File: config.mk
export PLATFORM = sky130hd
export DESIGN_NAME = cp0_regfile_flat
export DESIGN_NICKNAME = d
export VERILOG_FILES = /design/src/rtl/cp0_if.sv /design/src/rtl/cp0_regfile.sv /design/src/flat_wrapper.sv
export SDC_FILE = /design/constraint.sdc
export NUM_CORES = 1
export LEC_CHECK = 0
export CAP_MARGIN = 15
export CORE_UTILIZATION = 25
export DETAILED_ROUTE_END_ITERATION = 10
export RECOVER_POWER = 50
export SYNTH_ARGS = -nofsm -noshare
export SYNTH_HDL_FRONTEND = slang
export SYNTH_SLANG_ARGS = --single-unit
File: constraint.sdc
create_clock -name clk -period 10 [get_ports clk]
set_input_delay 2 -clock clk [delete_from_list [all_inputs] [get_ports clk]]
set_output_delay 2 -clock clk [all_outputs]
set_load 0.02 [all_outputs]
File: src/rtl/cp0_if.sv
// Bus bundle between the pipeline and the CP0 register file: WB write port,
// MFC0 read port, exception/ERET commit and the register value outputs.
interface cp0_if;
    logic        we_i;
    logic [4:0]  waddr_i;
    logic [31:0] wdata_i;
    logic [4:0]  raddr_i;
    logic [31:0] rdata_o;
    logic [5:0]  int_i;
    logic        exc_valid_i;
    logic [4:0]  exc_code_i;
    logic [31:0] exc_pc_i;
    logic        exc_bd_i;
    logic [31:0] exc_badvaddr_i;
    logic        eret_i;
    logic [31:0] count_o;
    logic [31:0] compare_o;
    logic [31:0] status_o;
    logic [31:0] cause_o;
    logic [31:0] epc_o;
    logic [31:0] badvaddr_o;
    logic        timer_int_o;

    modport master (
        output we_i, waddr_i, wdata_i, raddr_i, int_i,
               exc_valid_i, exc_code_i, exc_pc_i, exc_bd_i, exc_badvaddr_i, eret_i,
        input  rdata_o, count_o, compare_o, status_o, cause_o, epc_o, badvaddr_o,
               timer_int_o
    );

    modport slave (
        input  we_i, waddr_i, wdata_i, raddr_i, int_i,
               exc_valid_i, exc_code_i, exc_pc_i, exc_bd_i, exc_badvaddr_i, eret_i,
        output rdata_o, count_o, compare_o, status_o, cause_o, epc_o, badvaddr_o,
               timer_int_o
    );
endinterface

File: src/rtl/cp0_regfile.sv
// CP0 register file: Count/Compare timer, Status, Cause, EPC, BadVAddr with
// exception/ERET commit and a write-bypassed combinational MFC0 read port.
module cp0_regfile #(
    parameter logic [31:0] STATUS_RST = 32'h0040_0000,
    parameter int          COUNT_DIV  = 2
) (
    input logic   clk,
    input logic   rst,
    cp0_if.slave  bus
);
    localparam logic [4:0]  A_BADVADDR   = 5'd8;
    localparam logic [4:0]  A_COUNT      = 5'd9;
    localparam logic [4:0]  A_COMPARE    = 5'd11;
    localparam logic [4:0]  A_STATUS     = 5'd12;
    localparam logic [4:0]  A_CAUSE      = 5'd13;
    localparam logic [4:0]  A_EPC        = 5'd14;
    localparam logic [31:0] STATUS_WMASK = 32'h0000_FF03;

    logic [31:0] count_q, count_d, compare_q, compare_d, status_q, status_d;
    logic [31:0] epc_q, epc_d, badvaddr_q, badvaddr_d;
    logic        timer_q, timer_d, tick_q, tick_d, bd_q, bd_d;
    logic [4:0]  exccode_q, exccode_d;
    logic [5:0]  ip_hw_q, ip_hw_d;
    logic [1:0]  ip_sw_q, ip_sw_d;

    logic        wr_count, wr_compare, wr_status, wr_cause, wr_epc, step;
    logic [31:0] cause_cur, rd_stored, rdata;

    function automatic logic [31:0] merge_status(input logic [31:0] cur, input logic [31:0] wd);
        return (cur & ~STATUS_WMASK) | (wd & STATUS_WMASK);
    endfunction

    assign wr_count   = bus.we_i && (bus.waddr_i == A_COUNT);
    assign wr_compare = bus.we_i && (bus.waddr_i == A_COMPARE);
    assign wr_status  = bus.we_i && (bus.waddr_i == A_STATUS);
    assign wr_cause   = bus.we_i && (bus.waddr_i == A_CAUSE);
    assign wr_epc     = bus.we_i && (bus.waddr_i == A_EPC);
    assign step       = (COUNT_DIV == 1) ? 1'b1 : tick_q;
    assign cause_cur  = {bd_q, timer_q, 14'b0, ip_hw_q, ip_sw_q, 1'b0, exccode_q, 2'b00};

    always_comb begin
        tick_d     = (COUNT_DIV == 1) ? 1'b0 : ~tick_q;
        count_d    = count_q;
        compare_d  = compare_q;
        timer_d    = timer_q;
        status_d   = status_q;
        epc_d      = epc_q;
        badvaddr_d = badvaddr_q;
        bd_d       = bd_q;
        exccode_d  = exccode_q;
        ip_hw_d    = {bus.int_i[5] | timer_q, bus.int_i[4:0]};
        ip_sw_d    = ip_sw_q;

        if (wr_count)
            count_d = bus.wdata_i;
        else if (step)
            count_d = count_q + 32'd1;

        // Compare match uses the pre-increment Count; a Compare write clears and wins.
        if ((compare_q != 32'd0) && (count_q == compare_q))
            timer_d = 1'b1;
        if (wr_compare) begin
            compare_d = bus.wdata_i;
            timer_d   = 1'b0;
        end

        if (wr_status) status_d = merge_status(status_q, bus.wdata_i);
        if (wr_cause)  ip_sw_d  = bus.wdata_i[9:8];
        if (wr_epc)    epc_d    = bus.wdata_i;

        // Commit-side updates are applied last so they override the WB write per field.
        if (bus.exc_valid_i) begin
            status_d[1] = 1'b1;
            exccode_d   = bus.exc_code_i;
            if (!status_q[1]) begin
                epc_d = bus.exc_bd_i ? (bus.exc_pc_i - 32'd4) : bus.exc_pc_i;
                bd_d  = bus.exc_bd_i;
            end
            if ((bus.exc_code_i == 5'd4) || (bus.exc_code_i == 5'd5))
                badvaddr_d = bus.exc_badvaddr_i;
        end else if (bus.eret_i) begin
            status_d[1] = 1'b0;
        end
    end

    always_ff @(posedge clk or posedge rst) begin
        if (rst) begin
            tick_q     <= 1'b0;
            count_q    <= 32'd0;
            compare_q  <= 32'd0;
            timer_q    <= 1'b0;
            status_q   <= STATUS_RST;
            epc_q      <= 32'd0;
            badvaddr_q <= 32'd0;
            bd_q       <= 1'b0;
            exccode_q  <= 5'd0;
            ip_hw_q    <= 6'd0;
            ip_sw_q    <= 2'd0;
        end else begin
            tick_q     <= tick_d;
            count_q    <= count_d;
            compare_q  <= compare_d;
            timer_q    <= timer_d;
            status_q   <= status_d;
            epc_q      <= epc_d;
            badvaddr_q <= badvaddr_d;
            bd_q       <= bd_d;
            exccode_q  <= exccode_d;
            ip_hw_q    <= ip_hw_d;
            ip_sw_q    <= ip_sw_d;
        end
    end

    always_comb begin
        case (bus.raddr_i)
            A_BADVADDR: rd_stored = badvaddr_q;
            A_COUNT:    rd_stored = count_q;
            A_COMPARE:  rd_stored = compare_q;
            A_STATUS:   rd_stored = status_q;
            A_CAUSE:    rd_stored = cause_cur;
            A_EPC:      rd_stored = epc_q;
            default:    rd_stored = 32'd0;
        endcase
        rdata = rd_stored;
        // BadVAddr and unmapped addresses are not writable, so they never bypass.
        if (bus.we_i && (bus.waddr_i == bus.raddr_i)) begin
            case (bus.waddr_i)
                A_COUNT, A_COMPARE, A_EPC: rdata = bus.wdata_i;
                A_STATUS: rdata = merge_status(status_q, bus.wdata_i);
                A_CAUSE:  rdata = {cause_cur[31:10], bus.wdata_i[9:8], cause_cur[7:0]};
                default:  rdata = rd_stored;
            endcase
        end
    end

    assign bus.rdata_o     = rdata;
    assign bus.count_o     = count_q;
    assign bus.compare_o   = compare_q;
    assign bus.status_o    = status_q;
    assign bus.cause_o     = cause_cur;
    assign bus.epc_o       = epc_q;
    assign bus.badvaddr_o  = badvaddr_q;
    assign bus.timer_int_o = timer_q;
endmodule

File: src/flat_wrapper.sv
// flat-port wrapper written by rule: the top's interface ports become plain ports
module cp0_regfile_flat 
#(
    parameter logic [31:0] STATUS_RST = 32'h0040_0000,
    parameter int          COUNT_DIV  = 2
)
  (clk, rst, bus_we_i, bus_waddr_i, bus_wdata_i, bus_raddr_i, bus_int_i, bus_exc_valid_i, bus_exc_code_i, bus_exc_pc_i, bus_exc_bd_i, bus_exc_badvaddr_i, bus_eret_i, bus_rdata_o, bus_count_o, bus_compare_o, bus_status_o, bus_cause_o, bus_epc_o, bus_badvaddr_o, bus_timer_int_o);
  cp0_if bus_i ();
  input logic clk;
  input logic rst;
  input wire logic [$bits(bus_i.we_i)-1:0] bus_we_i;
  input wire logic [$bits(bus_i.waddr_i)-1:0] bus_waddr_i;
  input wire logic [$bits(bus_i.wdata_i)-1:0] bus_wdata_i;
  input wire logic [$bits(bus_i.raddr_i)-1:0] bus_raddr_i;
  input wire logic [$bits(bus_i.int_i)-1:0] bus_int_i;
  input wire logic [$bits(bus_i.exc_valid_i)-1:0] bus_exc_valid_i;
  input wire logic [$bits(bus_i.exc_code_i)-1:0] bus_exc_code_i;
  input wire logic [$bits(bus_i.exc_pc_i)-1:0] bus_exc_pc_i;
  input wire logic [$bits(bus_i.exc_bd_i)-1:0] bus_exc_bd_i;
  input wire logic [$bits(bus_i.exc_badvaddr_i)-1:0] bus_exc_badvaddr_i;
  input wire logic [$bits(bus_i.eret_i)-1:0] bus_eret_i;
  output wire logic [$bits(bus_i.rdata_o)-1:0] bus_rdata_o;
  output wire logic [$bits(bus_i.count_o)-1:0] bus_count_o;
  output wire logic [$bits(bus_i.compare_o)-1:0] bus_compare_o;
  output wire logic [$bits(bus_i.status_o)-1:0] bus_status_o;
  output wire logic [$bits(bus_i.cause_o)-1:0] bus_cause_o;
  output wire logic [$bits(bus_i.epc_o)-1:0] bus_epc_o;
  output wire logic [$bits(bus_i.badvaddr_o)-1:0] bus_badvaddr_o;
  output wire logic [$bits(bus_i.timer_int_o)-1:0] bus_timer_int_o;
  assign bus_i.we_i = bus_we_i;
  assign bus_i.waddr_i = bus_waddr_i;
  assign bus_i.wdata_i = bus_wdata_i;
  assign bus_i.raddr_i = bus_raddr_i;
  assign bus_i.int_i = bus_int_i;
  assign bus_i.exc_valid_i = bus_exc_valid_i;
  assign bus_i.exc_code_i = bus_exc_code_i;
  assign bus_i.exc_pc_i = bus_exc_pc_i;
  assign bus_i.exc_bd_i = bus_exc_bd_i;
  assign bus_i.exc_badvaddr_i = bus_exc_badvaddr_i;
  assign bus_i.eret_i = bus_eret_i;
  assign bus_rdata_o = bus_i.rdata_o;
  assign bus_count_o = bus_i.count_o;
  assign bus_compare_o = bus_i.compare_o;
  assign bus_status_o = bus_i.status_o;
  assign bus_cause_o = bus_i.cause_o;
  assign bus_epc_o = bus_i.epc_o;
  assign bus_badvaddr_o = bus_i.badvaddr_o;
  assign bus_timer_int_o = bus_i.timer_int_o;
  cp0_regfile #(.STATUS_RST(STATUS_RST), .COUNT_DIV(COUNT_DIV)) u_core (.clk(clk), .rst(rst), .bus(bus_i));
endmodule
Yosys cells after proc, flatten, opt, wreduce, memory -nomap -nowiden
Index checks and enable logic that the tools add are counted.

$add $sub $neg: 2. Equality and inequality tests: 15. Mux-type cells: 14. Bitwise operators: 4. Reduce and logical (&&, ||, !) cells: 15.

Operators with widths (number): 2-to-1 mux 32 bit (7); case mux 32 bit (6 select lines) (1); case mux 32 bit (3 select lines) (1); equality test 5 x 4 -> 1 bit, second input constant (11); adder 32 x 1 -> 32 bit, second input constant (1); equality test 32 bit (1); OR 32 x 16 -> 32 bit (1); nonzero test 32 bit (1); subtractor 32 x 3 -> 32 bit, second input constant (1); equality test 5 x 3 -> 1 bit, second input constant (2); logical AND 1 bit (7); equality test 5 bit (1); 2-to-1 mux 1 bit (4); AND reduction 2 bit (2); nonzero test 2 bit (2); nonzero test 3 bit (1); OR reduction 3 bit (1); 2-to-1 mux 2 bit (1); inverter 1 bit (2); logical OR 1 bit (1); OR 1 bit (1).

Register bits: 176. Input bits: 123. Logic and storage cells: 62.

Depth between registers and ports, before layout
Gate-level depths: netlist of run 1.

Depth after elaboration: 5. Mapped depth: 9.

Worst setup path before layout of run 1
No wires, ideal clock.

Path type: input to output. Start point: input bus_raddr_i[0]. End point: output bus_rdata_o[0]. Arrival time: 3732 ps. Slack: 4268 ps. Stages on the path: 9. Buffers on the path: 3. Cell sequence: buf_2 xnor2_1 nand4_1 or2_1 buf_2 nor3_2 a211oi_1 clkbuf_1 a32o_1.

Word-level cells in the longest chain between the ends: 4. Elaborated cells on any way between the ends: 11.

RTL lines: start, declared (line flat_wrapper.sv:14) `input wire logic [$bits(bus_i.raddr_i)-1:0] bus_raddr_i;`; equality test 5 x 4 -> 1 bit (line cp0_regfile.sv:115) `case (bus.raddr_i)`; case mux 32 bit (6 select lines) (line cp0_regfile.sv:115); case mux 32 bit (3 select lines) (line cp0_regfile.sv:127) `case (bus.waddr_i)`; 2-to-1 mux 32 bit (*) (line cp0_regfile.sv:126) `if (bus.we_i && (bus.waddr_i == bus.raddr_i)) begin`; end, declared (line flat_wrapper.sv:22) `output wire logic [$bits(bus_i.rdata_o)-1:0] bus_rdata_o;`.

Every way passes the cells marked *; elsewhere a longest branch is shown, timed or not.

Worst setup path after layout of run 1
Start point: input bus_waddr_i[4]. End point: output bus_rdata_o[7].

Word-level cells in the longest chain between the ends: 4. Elaborated cells on any way between the ends: 10.

RTL lines: start, declared (line flat_wrapper.sv:12) `input wire logic [$bits(bus_i.waddr_i)-1:0] bus_waddr_i;`; equality test 5 x 4 -> 1 bit (line cp0_regfile.sv:127); OR reduction 3 bit (line cp0_regfile.sv:127); case mux 32 bit (3 select lines) (line cp0_regfile.sv:127); 2-to-1 mux 32 bit (*) (line cp0_regfile.sv:126).

Marked as above.

==> flow_summary.rst, run 1 <==
.. list-table::
   :header-rows: 1

   * - Metric
     - Value
   * - Run status
     - complete, but fails checks
   * - Failing checks
     - DRC, capacitance limit, slew limit
   * - Largest vdd supply drop
     - 0.0000982 V
   * - Kind of critical path
     - input port to output port
   * - Class of the tightest hold or removal check
     - flop to flop
   * - DIE AREA
     - 0.0374 mm2
   * - Share of the clock period used by the worst path
     - 71.0%
   * - Worst reg2reg setup slack
     - 6.92 ns
   * - Finished Core Util
     - 36.6%
   * - Worst-case clock buffer depth
     - 2
   * - Slew Viols, Final
     - 251
   * - Post_cts resized
     - 0
   * - Worst-path cell chain
     - dlygate4sd3_1 > nand2b_1 > a21oi_1 > and2_1 > a22o_1 > clkdlybuf4s50_1
   * - Detailed-routing iteration count for the pre-antenna-repair pass
     - 11
   * - Setup repair after global routing missed its margin
     - no
   * - Post-synth top area cell
     - sky130_fd_sc_hd__dfrtp_1
   * - Leading cell types by total area after synthesis
     - sky130_fd_sc_hd__dfrtp_1, sky130_fd_sc_hd__mux2_2, sky130_fd_sc_hd__a22oi_1
   * - Via count normalized by instance count
     - 5.08
   * - Sequential share of the synthesized area
     - 42.1%
   * - Height of the chip
     - 193 um
   * - Top FF cell, synth
     - sky130_fd_sc_hd__dfrtp_1
   * - Final Hold Viols
     - 0
   * - Grt peak-use layer
     - met2
   * - GP Congestion
     - 0.880
   * - Fin nets
     - 1322
   * - Pin count of the biggest net entering global routing
     - 91
   * - Initial standard-cell utilization of the core
     - 25.6%
   * - Core Rows
     - 69
   * - Worst-Margin Slew
     - 4.19 ns
   * - Netlist cell types
     - 54
   * - Number of nets with antenna violations after detailed routing
     - 0
   * - Critical R2R Launch
     - u_core.bus.status_o[1]
   * - Maximum clock frequency
     - 0.141 GHz
   * - Clock slew seen by the registers of the worst setup and hold paths
     - 0.07 ns
   * - CP Data Arrival Time
     - 5.10 ns
   * - TritonCTS clock tree
     - yes
   * - TritonCTS Buffers
     - 17
   * - Endpoint required time on the critical path
     - 8.00 ns
   * - Setup TNS
     - 0 ns
   * - Met1 routing resource usage after global routing
     - 28.1%
   * - Clock latency at the later pin of the worst-skew pair
     - 0.44 ns
   * - Fraction of final layout cells with drive strength greater than 1
     - 12.5%
   * - Boundary pin count
     - 348
   * - Total setup violations reported at the end of the flow
     - 0
   * - Worst setup timing slack at the placement stage
     - 2.97 ns
   * - Overall global routing resource usage
     - 21.3%
   * - Overall via count from detail_route
     - 8486
   * - Critical-path top delay cell
     - sky130_fd_sc_hd__dlygate4sd3_1
   * - Per-instance average area after synthesis
     - 9.96 um2
   * - Maximum single-stage delay on the critical path
     - 0.62 ns
   * - Number of enable flip-flop cells after synthesis
     - 0
   * - Worst R2R End
     - u_core.bus.epc_o[28]
   * - Residual DRC count
     - 14
   * - Post-CTS Setup Repair Bufs
     - 0
   * - Gate count of the mapped netlist
     - 920
   * - Static Leak
     - 5.16 nW
   * - Number of cells on the worst hold path
     - 1
   * - Number of levels the H-tree was split into
     - 4
   * - Number of sinks on the clock net
     - 154
   * - Count of buffers from port buffering
     - 308
   * - Met2 routing resource usage after global routing
     - 34.6%
   * - Hold path start
     - u_core.bus.badvaddr_o[27]
   * - Number of flip-flops and latches in the synthesized netlist
     - 154
   * - Global-route congestion overflow total
     - 0
   * - DRC marker count from the first detailed-route iteration
     - 655
   * - Hold Path End
     - u_core.bus.badvaddr_o[27]
   * - Width of the die
     - 193 um
   * - Proportion of register bits with asynchronous set or reset after synthesis
     - 100%
   * - Final setup margin
     - 2.90 ns
   * - Number of cells on the worst reg-to-reg path
     - 4
   * - Number of global-route vias before repair
     - 8409
   * - Root cell of the clock tree
     - sky130_fd_sc_hd__clkbuf_16
   * - HPWL Detailed
     - 31000 um
   * - Post-Synthesis Cell Area
     - 0.00916 mm2
   * - First-pass GRT wire length
     - 58700 um
   * - Max-Cap Viols
     - 4
   * - Number of buffers inserted for hold repair after clock tree synthesis
     - 0
   * - Min Clock Period, post-route
     - 7.10 ns
   * - Power Dens Cells
     - 193 mW/mm2
   * - Mean routed wirelength per cell
     - 23.9 um
   * - Fraction of met3 tracks used by global routing
     - 3.68%
   * - Relative area change from synthesis to final layout
     - 43.3%
   * - Core area
     - 0.0358 mm2
   * - Relative max-transition margin
     - -181%
   * - Share of the synthesized area in the top cell type
     - 42.1%
   * - Largest fanout of any net on the critical path
     - 14
   * - Startpoint type of the worst setup path
     - input port
   * - Endpoint kind of the worst setup timing path
     - output port
   * - Layout Skew
     - 0.00957 ns
   * - Wire length after detailed routing
     - 40000 um
   * - Number of warnings reported in the yosys synthesis log
     - 0
   * - Antenna violations before repair
     - 2
-- where the power goes --
part | switching (W) | internal (W) | leakage [nW]
combinational | 0.000457 | 0.000421 | 3.02
sequential | 0.000233 | 0.000756 | 1.86
clock | 0.000301 | 0.000361 | 0.289
-- flip-flops by register name (all words and copies together), names as in the netlist --
register,flops
u_core.ip_sw_q,2
u_core.bus.status_o,10
u_core.bus.compare_o,32
u_core.bus.badvaddr_o,32
u_core.bd_q,1
u_core.bus.count_o,32
u_core.exccode_q,5
u_core.bus.timer_int_o,1
u_core.ip_hw_q,6
u_core.bus.epc_o,32
u_core.step,1
-- critical path, delay by kind of cell --
family          cells  cell delay (ns)
buf+inv             2             1.24
simple gates        2             0.94
compound gates      2             0.90
-- logic make-up after synthesis --
kind of cell / share of synthesized area (%)
and+or+nand+nor: 13.9
other: 0.0820
muxes: 13.8
adders and majority gates: 0.273
xor gates and xnor gates: 9.27
DFF: 42.1
buffers and inverters: 6.27
AOI/OAI and AO/OA: 14.3
-- placed cells by master, fill, tap and decap left out, types with 5 or more instances in the layout --
master                            Yosys  layout
sky130_fd_sc_hd__nor4_1              19      18
sky130_fd_sc_hd__inv_1                6       5
sky130_fd_sc_hd__nor2_1              75      75
sky130_fd_sc_hd__nand2_1             65      65
sky130_fd_sc_hd__a222oi_1            10      10
sky130_fd_sc_hd__o21ai_0             12      12
sky130_fd_sc_hd__o2bb2ai_1            7       7
sky130_fd_sc_hd__clkbuf_1            44       5
sky130_fd_sc_hd__and4_1               6       6
sky130_fd_sc_hd__conb_1               2      39
sky130_fd_sc_hd__buf_4               41       8
sky130_fd_sc_hd__dfrtp_1            154     154
sky130_fd_sc_hd__nand2b_1             6       5
sky130_fd_sc_hd__nand4_1             15      15
sky130_fd_sc_hd__clkdlybuf4s50_1      0     221
sky130_fd_sc_hd__nor3_1              22      17
sky130_fd_sc_hd__nand3_1             15      14
sky130_fd_sc_hd__inv_6                0       7
sky130_fd_sc_hd__dlygate4sd3_1        0      87
sky130_fd_sc_hd__a22o_1              16      16
sky130_fd_sc_hd__clkbuf_16            0      17
sky130_fd_sc_hd__xnor2_1             46      46
sky130_fd_sc_hd__mux2i_1             25      25
sky130_fd_sc_hd__a22oi_1             64      64
sky130_fd_sc_hd__a21oi_1             60      60
sky130_fd_sc_hd__xor2_1              51      51
sky130_fd_sc_hd__mux2_2              90      90
sky130_fd_sc_hd__a221oi_1             8       8
sky130_fd_sc_hd__nor3_2               1       6
sky130_fd_sc_hd__o22ai_1              7       7
-- through the flow --
step                hold WS (ns)  std cells  cell area (um2)  power [W]
floorplan                  0.497        957             9300    0.00138
global placement           0.515       1639            12600    0.00190
detailed placement         0.519       1639            12600    0.00190
CTS                        0.533       1671            13200    0.00257
global route               0.549       1672            13100    0.00264
finish                     0.531       1672            13100    0.00253
-- cells in the mapped netlist, drive strengths merged, types with 4 or more instances --
cell type  count
xor2          51
or3            4
nand2b         6
mux2          90
a21oi         60
o2bb2ai        7
mux2i         25
o21ai         12
o22ai          7
inv            6
a22oi         64
a222oi        10
a22o          16
dfrtp        154
nor3          23
nor2          76
nand3         15
clkbuf        45
or4            5
xnor2         46
nand4         15
buf           55
nor4          20
a221oi         8
nand2         65
and4           6
-- final cells by class --
class / count / area (um2)
diodes: 1 / 2.50
clock buffers: 18 / 439
clock inverters: 14 / 150
fillers: 3553 / 22700
inverters: 6 / 23.8
multi-input cells: 697 / 4920
flip-flops and latches: 154 / 3850
well taps: 461 / 577
repair buffers: 321 / 3160
-- layer usage --
metal / wire length, um / up-vias
met3: 2410 / 69
met2: 18900 / 378
met1: 17300 / 4205
met4: 1350 / 2
li1: - / 3832
met5: 17 / -
-- worst max-delay path by stage --
stage | start | end | slack, ns | depth (start not counted)
floorplan | rst | u_core.bd_q | 3.85 | 1
global placement | bus_raddr_i[0] | bus_rdata_o[7] | 3.05 | 9
detailed placement | bus_waddr_i[4] | bus_rdata_o[7] | 2.97 | 6
CTS | bus_waddr_i[4] | bus_rdata_o[7] | 2.96 | 6
global route | bus_waddr_i[4] | bus_rdata_o[7] | 2.76 | 6
finish | bus_waddr_i[4] | bus_rdata_o[7] | 2.90 | 6
Power figures use the tool's default switching activity.
==> run 2: changes to the inputs <==
==> constraint.sdc (replaced) <==
create_clock -name clk -period 7.2 [get_ports clk]
set_input_delay 1.44 -clock clk [delete_from_list [all_inputs] [get_ports clk]]
set_output_delay 1.44 -clock clk [all_outputs]
set_load 0.02 [all_outputs]
==> run 2 against run 1 <==
- the flow still finishes with violations (DRC, capacitance limit, slew limit)
- sequential power is 40% higher
- worst hold slack worse by 0.00072 ns
- register-to-register slack worse by 2.8 ns
- critical endpoint is now bus_rdata_o[31]
- largest cell class unchanged
- highest routed layer unchanged
==> flow_summary.rst, run 2 (synthesized netlist as in run 1, its figures left out) <==
.. list-table::
   :header-rows: 1

   * - Metric
     - Value
   * - Maximum clock frequency
     - 0.163 GHz
   * - Count of filler cells inserted in the layout
     - 3536 (-0.48%)
   * - Setup repair after global routing missed its margin
     - no
   * - Height of the chip
     - 193 um (unchanged)
   * - DRT met1 WL
     - 17000 um (-1.5%)
   * - Logic pwr share
     - 34.1% (-0.6 points)
   * - Final non-filler cell area
     - 0.0132 mm2 (+0.52%)
   * - Pin count of the biggest net entering global routing
     - 97 (+6.6%)
   * - Highest-count cells in the layout ignoring fill and taps
     - sky130_fd_sc_hd__clkdlybuf4s50_1, sky130_fd_sc_hd__dfrtp_1, sky130_fd_sc_hd__dlygate4sd3_1, sky130_fd_sc_hd__mux2_2, sky130_fd_sc_hd__nor2_1
   * - Clock slew seen by the registers of the worst setup and hold paths
     - 0.06 ns (about the same)
   * - TritonCTS Buffers
     - 17 (unchanged)
   * - Finished Core Util
     - 36.8% (+0.19 points)
   * - Failing checks
     - DRC, capacitance limit, slew limit
   * - Worst-case clock buffer depth
     - 2 (unchanged)
   * - CP Data Arrival Time
     - 4.68 ns (-0.42 ns)
   * - Endpoint required time on the critical path
     - 5.76 ns (-2.24 ns)
   * - Wire length after detailed routing
     - 40200 um (+0.55%)
   * - Overall via count from detail_route
     - 8535 (+0.58%)
   * - Leading cell type in the layout, fill and taps excluded
     - sky130_fd_sc_hd__clkdlybuf4s50_1
   * - Met3 wire length
     - 2680 um (+11%)
   * - Detailed-routing iteration count for the pre-antenna-repair pass
     - 11 (unchanged)
   * - Run status
     - complete, but fails checks
   * - Number of sinks on the clock net
     - 154 (unchanged)
   * - Last element of the critical path
     - bus_rdata_o[31]
   * - Worst reg2reg setup slack
     - 4.16 ns (-2.76 ns)
   * - Fin nets
     - 1324 (+0.15%)
   * - Post_cts resized
     - 0 (unchanged)
   * - Number of cells on the worst reg-to-reg path
     - 4 (unchanged)
   * - Power Dens Cells
     - 270 mW/mm2 (+40%)
   * - Cell area after placement
     - 0.0126 mm2 (+0.12%)
   * - Layout Skew
     - 0.00855 ns (-0.00102 ns)
   * - Largest fanout of any net on the critical path
     - 16 (+2)
   * - Switch share
     - 37.6% (-1.6 points)
   * - Boundary pin count
     - 348 (unchanged)
   * - Core area
     - 0.0358 mm2 (unchanged)
   * - Startpoint type of the worst setup path
     - input port
   * - Class of the tightest hold or removal check
     - flop to flop
   * - DIE AREA
     - 0.0374 mm2 (unchanged)
   * - Static Leak
     - 5.20 nW (+0.80%)
   * - DRC marker count from the first detailed-route iteration
     - 637 (-2.7%)
   * - Core Rows
     - 69 (unchanged)
   * - Share of the clock period used by the worst path
     - 85.0%
   * - Count of buffers from port buffering
     - 308 (unchanged)
   * - Via count normalized by instance count
     - 5.10 (+0.40%)
   * - First-pass GRT wire length
     - 58400 um (-0.51%)
   * - Number of nets with antenna violations after detailed routing
     - 0 (unchanged)
   * - Endpoint kind of the worst setup timing path
     - output port
   * - Min Clock Period, post-route
     - 6.12 ns
   * - Setup TNS
     - 0 ns (unchanged)
   * - Top routing layer in use
     - met5
   * - Critical R2R Launch
     - u_core.bus.status_o[1]
   * - Antenna violations before repair
     - 4 (+2)
   * - Residual DRC count
     - 28 (+14)
   * - Global-route congestion overflow total
     - 0 (unchanged)
   * - Power share of the sequential group
     - 38.7% (-0.4 points)
   * - Number of buffers inserted for hold repair after clock tree synthesis
     - 0 (unchanged)
   * - TritonCTS clock tree
     - yes
   * - Number of levels the H-tree was split into
     - 4 (unchanged)
   * - Worst setup startpoint
     - bus_raddr_i[0]
   * - Root cell of the clock tree
     - sky130_fd_sc_hd__clkbuf_16
   * - HPWL Detailed
     - 31800 um (+2.5%)
   * - Worst setup timing slack at the placement stage
     - 1.18 ns (-1.80 ns)
   * - Final Hold Viols
     - 0 (unchanged)
   * - Clock Power Share
     - 27.2% (+1.0 points)
   * - Worst R2R End
     - u_core.bus.epc_o[28]
   * - Cell-internal power
     - 0.00223 W (+45%)
   * - Number of global-route vias before repair
     - 8459 (+0.59%)
   * - Worst-Margin Slew
     - 4.38 ns (+0.193 ns)
   * - Net Switching
     - 0.00134 W (+35%)
   * - Overall global routing resource usage
     - 21.2% (-0.12 points)
   * - Largest vdd supply drop
     - 0.000150 V (+53%)
   * - Final setup margin
     - 1.08 ns (-1.82 ns)
   * - GP Congestion
     - 0.950 (+8.0%)
   * - Wire length on met2
     - 18800 um (-0.48%)
   * - Width of the die
     - 193 um (unchanged)
   * - Fraction of final layout cells with drive strength greater than 1
     - 12.7% (+0.24 points)
   * - Relative area change from synthesis to final layout
     - 44.1%
   * - Clock latency at the later pin of the worst-skew pair
     - 0.43 ns (about the same)
   * - Max-Cap Viols
     - 4 (unchanged)
   * - Total setup violations reported at the end of the flow
     - 0 (unchanged)
   * - Initial standard-cell utilization of the core
     - 25.6% (unchanged)
   * - Post-CTS Setup Repair Bufs
     - 0 (unchanged)
   * - Slew Viols, Final
     - 263 (+4.8%)
   * - Kind of critical path
     - input port to output port
   * - Mean routed wirelength per cell
     - 24.0 um (+0.37%)
   * - Relative max-transition margin
     - -194% (-13 points)
## run 2: changes by cell type in the layout (fill, tap and decap cells not counted), sizes merged
cell           previous run  this run
buf                       8        12
bufinv                    1         4
clkdlybuf4s50           221       207
clkinvlp                  2         5
diode                     1         3
dlygate4sd3              87       101
inv                      15         6
## run 2: stage by stage
stage               std cells  total power [W]  hold slack [ns]
finish                   1675          0.00357            0.530
global placement         1641          0.00264            0.517
detailed placement       1641          0.00265            0.520
CTS                      1672          0.00363            0.535
floorplan                 957          0.00192            0.497
global route             1674          0.00372            0.549
## run 2: how the worst min path moves through the flow
stage                                  from                      end  slack, ns  cells past startpoint
floorplan                       u_core.step              u_core.step       0.50                      1
global placement     u_core.bus.status_o[8]   u_core.bus.status_o[8]       0.52                      1
detailed placement  u_core.bus.status_o[13]  u_core.bus.status_o[13]       0.52                      1
CTS                 u_core.bus.status_o[13]  u_core.bus.status_o[13]       0.53                      1
global route        u_core.bus.status_o[13]  u_core.bus.status_o[13]       0.55                      1
finish              u_core.bus.status_o[13]  u_core.bus.status_o[13]       0.53                      1
## run 2: power by group through the flow
stage / combinational, W / clock, W / sequential [W]
after floorplan: 0.000448 / 0 / 0.00147
after global placement: 0.00125 / 0 / 0.00139
after detailed placement: 0.00126 / 0 / 0.00139
after CTS: 0.00126 / 0.000985 / 0.00138
after global routing: 0.00128 / 0.00103 / 0.00141
final: 0.00122 / 0.000970 / 0.00138
## run 2: final cells by class
cell class	instances	area [um2]	share of cell area, %
multi-input cells	697	4930	37.3
clock inverters	11	169	1.28
flip-flops and latches	154	3850	29.2
well taps	461	577	4.37
inverters	6	23.8	0.180
repair buffers	323	3180	24.1
diodes	3	7.51	0.0569
clock buffers	20	457	3.46
## run 2: worst max-delay path: stages
cell	delay (ns)
sky130_fd_sc_hd__clkdlybuf4s50_1	0.68
sky130_fd_sc_hd__xnor2_1	0.12
sky130_fd_sc_hd__nand4_1	0.12
sky130_fd_sc_hd__or2_1	0.35
sky130_fd_sc_hd__nor3_2	0.17
sky130_fd_sc_hd__a211oi_2	0.57
sky130_fd_sc_hd__buf_4	0.35
sky130_fd_sc_hd__o2bb2ai_1	0.16
sky130_fd_sc_hd__clkdlybuf4s50_1	0.71
## run 2: per-layer routing
layer	vias up	GRT usage, %
met5	-	0
met4	2	10.0
met3	83	4.06
met2	402	34.2
met1	4213	27.3
li1	3835	-
==> run 3: changes to the inputs <==
==> constraint.sdc (replaced) <==
create_clock -name clk -period 5.7 [get_ports clk]
set_input_delay 1.14 -clock clk [delete_from_list [all_inputs] [get_ports clk]]
set_output_delay 1.14 -clock clk [all_outputs]
set_load 0.02 [all_outputs]
==> run 3 against run 2 <==
- the flow still finishes with violations (DRC, capacitance limit, slew limit)
- combinational power up 27%
- cell area about the same
- clock skew down 0.0011 ns
- critical path depth down 2
- power up 23%
- count of clock-buffer cells in the layout down 1
- via count down 1.9%
- final cell count up 0.36%
- register-to-register slack worse by 0.95 ns
- first-iteration DRC count down 6.8%
- routed wire length down 0.57%
- flip-flop and latch count unchanged
==> flow_summary.rst, run 3 (synthesized netlist as in run 1, its figures left out) <==
.. list-table::
   :header-rows: 1

   * - Metric
     - Value
   * - Area of combinational cells with multiple inputs
     - 0.00492 mm2 (about the same)
   * - Power Dens Cells
     - 333 mW/mm2 (+23%)
   * - Class of the tightest hold or removal check
     - flop to flop
   * - CP Data Arrival Time
     - 4.05 ns (-0.63 ns)
   * - Slew Viols, Final
     - 271 (+3.0%)
   * - Core area
     - 0.0358 mm2 (unchanged)
   * - Fin nets
     - 1330 (+0.45%)
   * - DRC marker count from the first detailed-route iteration
     - 594 (-6.8%)
   * - Wire length after detailed routing
     - 40000 um (-0.57%)
   * - Startpoint type of the worst setup path
     - input port
   * - HPWL Detailed
     - 31500 um (-1.1%)
   * - Number of buffers inserted for hold repair after clock tree synthesis
     - 0 (unchanged)
   * - Final non-filler cell area
     - 0.0132 mm2 (about the same)
   * - Count of filler cells inserted in the layout
     - 3604 (+1.9%)
   * - GP Congestion
     - 0.891 (-6.2%)
   * - Clock latency at the later pin of the worst-skew pair
     - 0.44 ns (about the same)
   * - Endpoint kind of the worst setup timing path
     - output port
   * - Root cell of the clock tree
     - sky130_fd_sc_hd__clkbuf_16
   * - Clock slew seen by the registers of the worst setup and hold paths
     - 0.06 ns (about the same)
   * - Worst-case clock buffer depth
     - 2 (unchanged)
   * - Share of the clock period used by the worst path
     - 91.1%
   * - Overall global routing resource usage
     - 21.2% (-0.028 points)
   * - Worst-path cell chain
     - dlygate4sd3_1 > xnor2_1 > nand4_1 > or2_1 > or3_1 > o2bb2ai_1 > clkdlybuf4s50_1
   * - Top routing layer in use
     - met5
   * - Min Clock Period, post-route
     - 5.19 ns
   * - Sequential cell area
     - 0.00385 mm2 (unchanged)
   * - Number of global-route vias before repair
     - 8252 (-2.4%)
   * - DIE AREA
     - 0.0374 mm2 (unchanged)
   * - Run status
     - complete, but fails checks
   * - Worst-Margin Slew
     - 2.70 ns (-1.68 ns)
   * - Largest fanout of any net on the critical path
     - 11 (-5)
   * - Critical-path top delay cell
     - sky130_fd_sc_hd__dlygate4sd3_1
   * - Number of sinks on the clock net
     - 154 (unchanged)
   * - First-pass GRT wire length
     - 58400 um (about the same)
   * - Finished Core Util
     - 36.9% (about the same)
   * - Width of the die
     - 193 um (unchanged)
   * - Count of buffers from port buffering
     - 308 (unchanged)
   * - Kind of critical path
     - input port to output port
   * - Static Leak
     - 5.20 nW (-0.14%)
   * - TritonCTS Buffers
     - 17 (unchanged)
   * - Core Rows
     - 69 (unchanged)
   * - Final Hold Viols
     - 0 (unchanged)
   * - TritonCTS clock tree
     - yes
   * - Largest vdd supply drop
     - 0.000175 V (+17%)
   * - Wire length on met2
     - 18900 um (+0.48%)
   * - Worst setup timing slack at the placement stage
     - 0.525 ns (-0.654 ns)
   * - Endpoint required time on the critical path
     - 4.56 ns (-1.20 ns)
   * - Relative area change from synthesis to final layout
     - 44.1% (about the same)
   * - DRT met1 WL
     - 17100 um (+0.71%)
   * - Final setup margin
     - 0.510 ns (-0.571 ns)
   * - Failing checks
     - DRC, capacitance limit, slew limit
   * - Initial standard-cell utilization of the core
     - 25.6% (unchanged)
   * - Boundary pin count
     - 348 (unchanged)
   * - Number of nets with antenna violations after detailed routing
     - 0 (unchanged)
   * - Max-Cap Viols
     - 5 (+1)
   * - Relative max-transition margin
     - -80.2% (+110 points)
   * - Setup TNS
     - 0 ns (unchanged)
   * - Total setup violations reported at the end of the flow
     - 0 (unchanged)
   * - Setup repair after global routing missed its margin
     - no
   * - Overall via count from detail_route
     - 8377 (-1.9%)
   * - Global-route congestion overflow total
     - 0 (unchanged)
   * - Pin count of the biggest net entering global routing
     - 100 (+3.1%)
   * - Leading cell type in the layout, fill and taps excluded
     - sky130_fd_sc_hd__clkdlybuf4s50_1
   * - Mean routed wirelength per cell
     - 23.8 um (-0.93%)
   * - Highest-count cells in the layout ignoring fill and taps
     - sky130_fd_sc_hd__clkdlybuf4s50_1, sky130_fd_sc_hd__dfrtp_1, sky130_fd_sc_hd__mux2_2, sky130_fd_sc_hd__dlygate4sd3_1, sky130_fd_sc_hd__nor2_1
   * - Detailed-routing iteration count for the pre-antenna-repair pass
     - 10 (-1)
   * - Height of the chip
     - 193 um (unchanged)
   * - Via count normalized by instance count
     - 4.98 (-2.2%)
   * - Post-CTS Setup Repair Bufs
     - 0 (unchanged)
   * - Cell area after placement
     - 0.0127 mm2 (+0.56%)
   * - Residual DRC count
     - 28 (unchanged)
   * - Post_cts resized
     - 0 (unchanged)
   * - Fraction of final layout cells with drive strength greater than 1
     - 13.0% (+0.27 points)
   * - Layout Cells excl Fill
     - 1681 (+0.36%)
   * - Antenna violations before repair
     - 4 (unchanged)
   * - Number of levels the H-tree was split into
     - 4 (unchanged)
   * - Layout Skew
     - 0.00741 ns (-0.00114 ns)
   * - Dpl cells
     - 1647 (+0.37%)
   * - Met3 wire length
     - 2800 um (+4.5%)
   * - Maximum clock frequency
     - 0.193 GHz
   * - Maximum single-stage delay on the critical path
     - 0.67 ns (-0.04 ns)
-- run 3: cell types whose count changed in the layout (fill, tap and decap cells not counted), sizes merged, moves of 2 or more --
cell           change
bufinv             -2
buf                +6
clkdlybuf4s50     +21
clkinv             +4
dlygate4sd3       -21
-- run 3: power by group --
| part | switching [W] | internal (W) |
|---|---|---|
| Sequential | 0.000404 | 0.00133 |
| Clock | 0.000479 | 0.000639 |
| Combinational | 0.000807 | 0.000743 |
-- run 3: metal layers --
metal  vias to the layer above  GRT usage (%)
li1                       3853              -
met4                         2           7.47
met5                         -              0
met3                        53           4.85
met2                       340           34.3
met1                      4129           27.6
-- run 3: final cells by class --
class,count,area share [%]
tap,461,4.37
timing repair buffer,329,24.6
inverter,6,0.199
multi-input combinational,697,37.3
sequential,154,29.2
clock inverter,12,0.967
clock buffer,19,3.28
antenna,3,0.0569
-- run 3: final timing paths --
kind | cells after the start | slack, ns | start | to
setup reg to reg | 6 | 3.21 | u_core.bus.count_o[9] | u_core.bus.count_o[31]
min in group asynchronous | 2 | 1.89 | rst | u_core.bus.badvaddr_o[8]
hold reg to reg | 1 | 0.53 | u_core.bus.status_o[11] | u_core.bus.status_o[11]
setup / recovery | 7 | 0.51 | bus_waddr_i[2] | bus_rdata_o[31]
hold / removal | 1 | 0.53 | u_core.bus.status_o[11] | u_core.bus.status_o[11]
max in group asynchronous | 3 | 1.47 | rst | u_core.bus.badvaddr_o[17]
-- run 3: worst max-delay path, delay by kind of cell --
family,cells,cell delay (ns)
buf+inv,2,1.31
xor+xnor,1,0.16
compound gates,1,0.28
simple gates,3,1.15
-- run 3: through the flow --
step / hold WS [ns] / total power, W
final: 0.531 / 0.00440
after global routing: 0.550 / 0.00459
after CTS: 0.537 / 0.00446
after detailed placement: 0.523 / 0.00334
after global placement: 0.514 / 0.00333
after floorplan: 0.497 / 0.00242
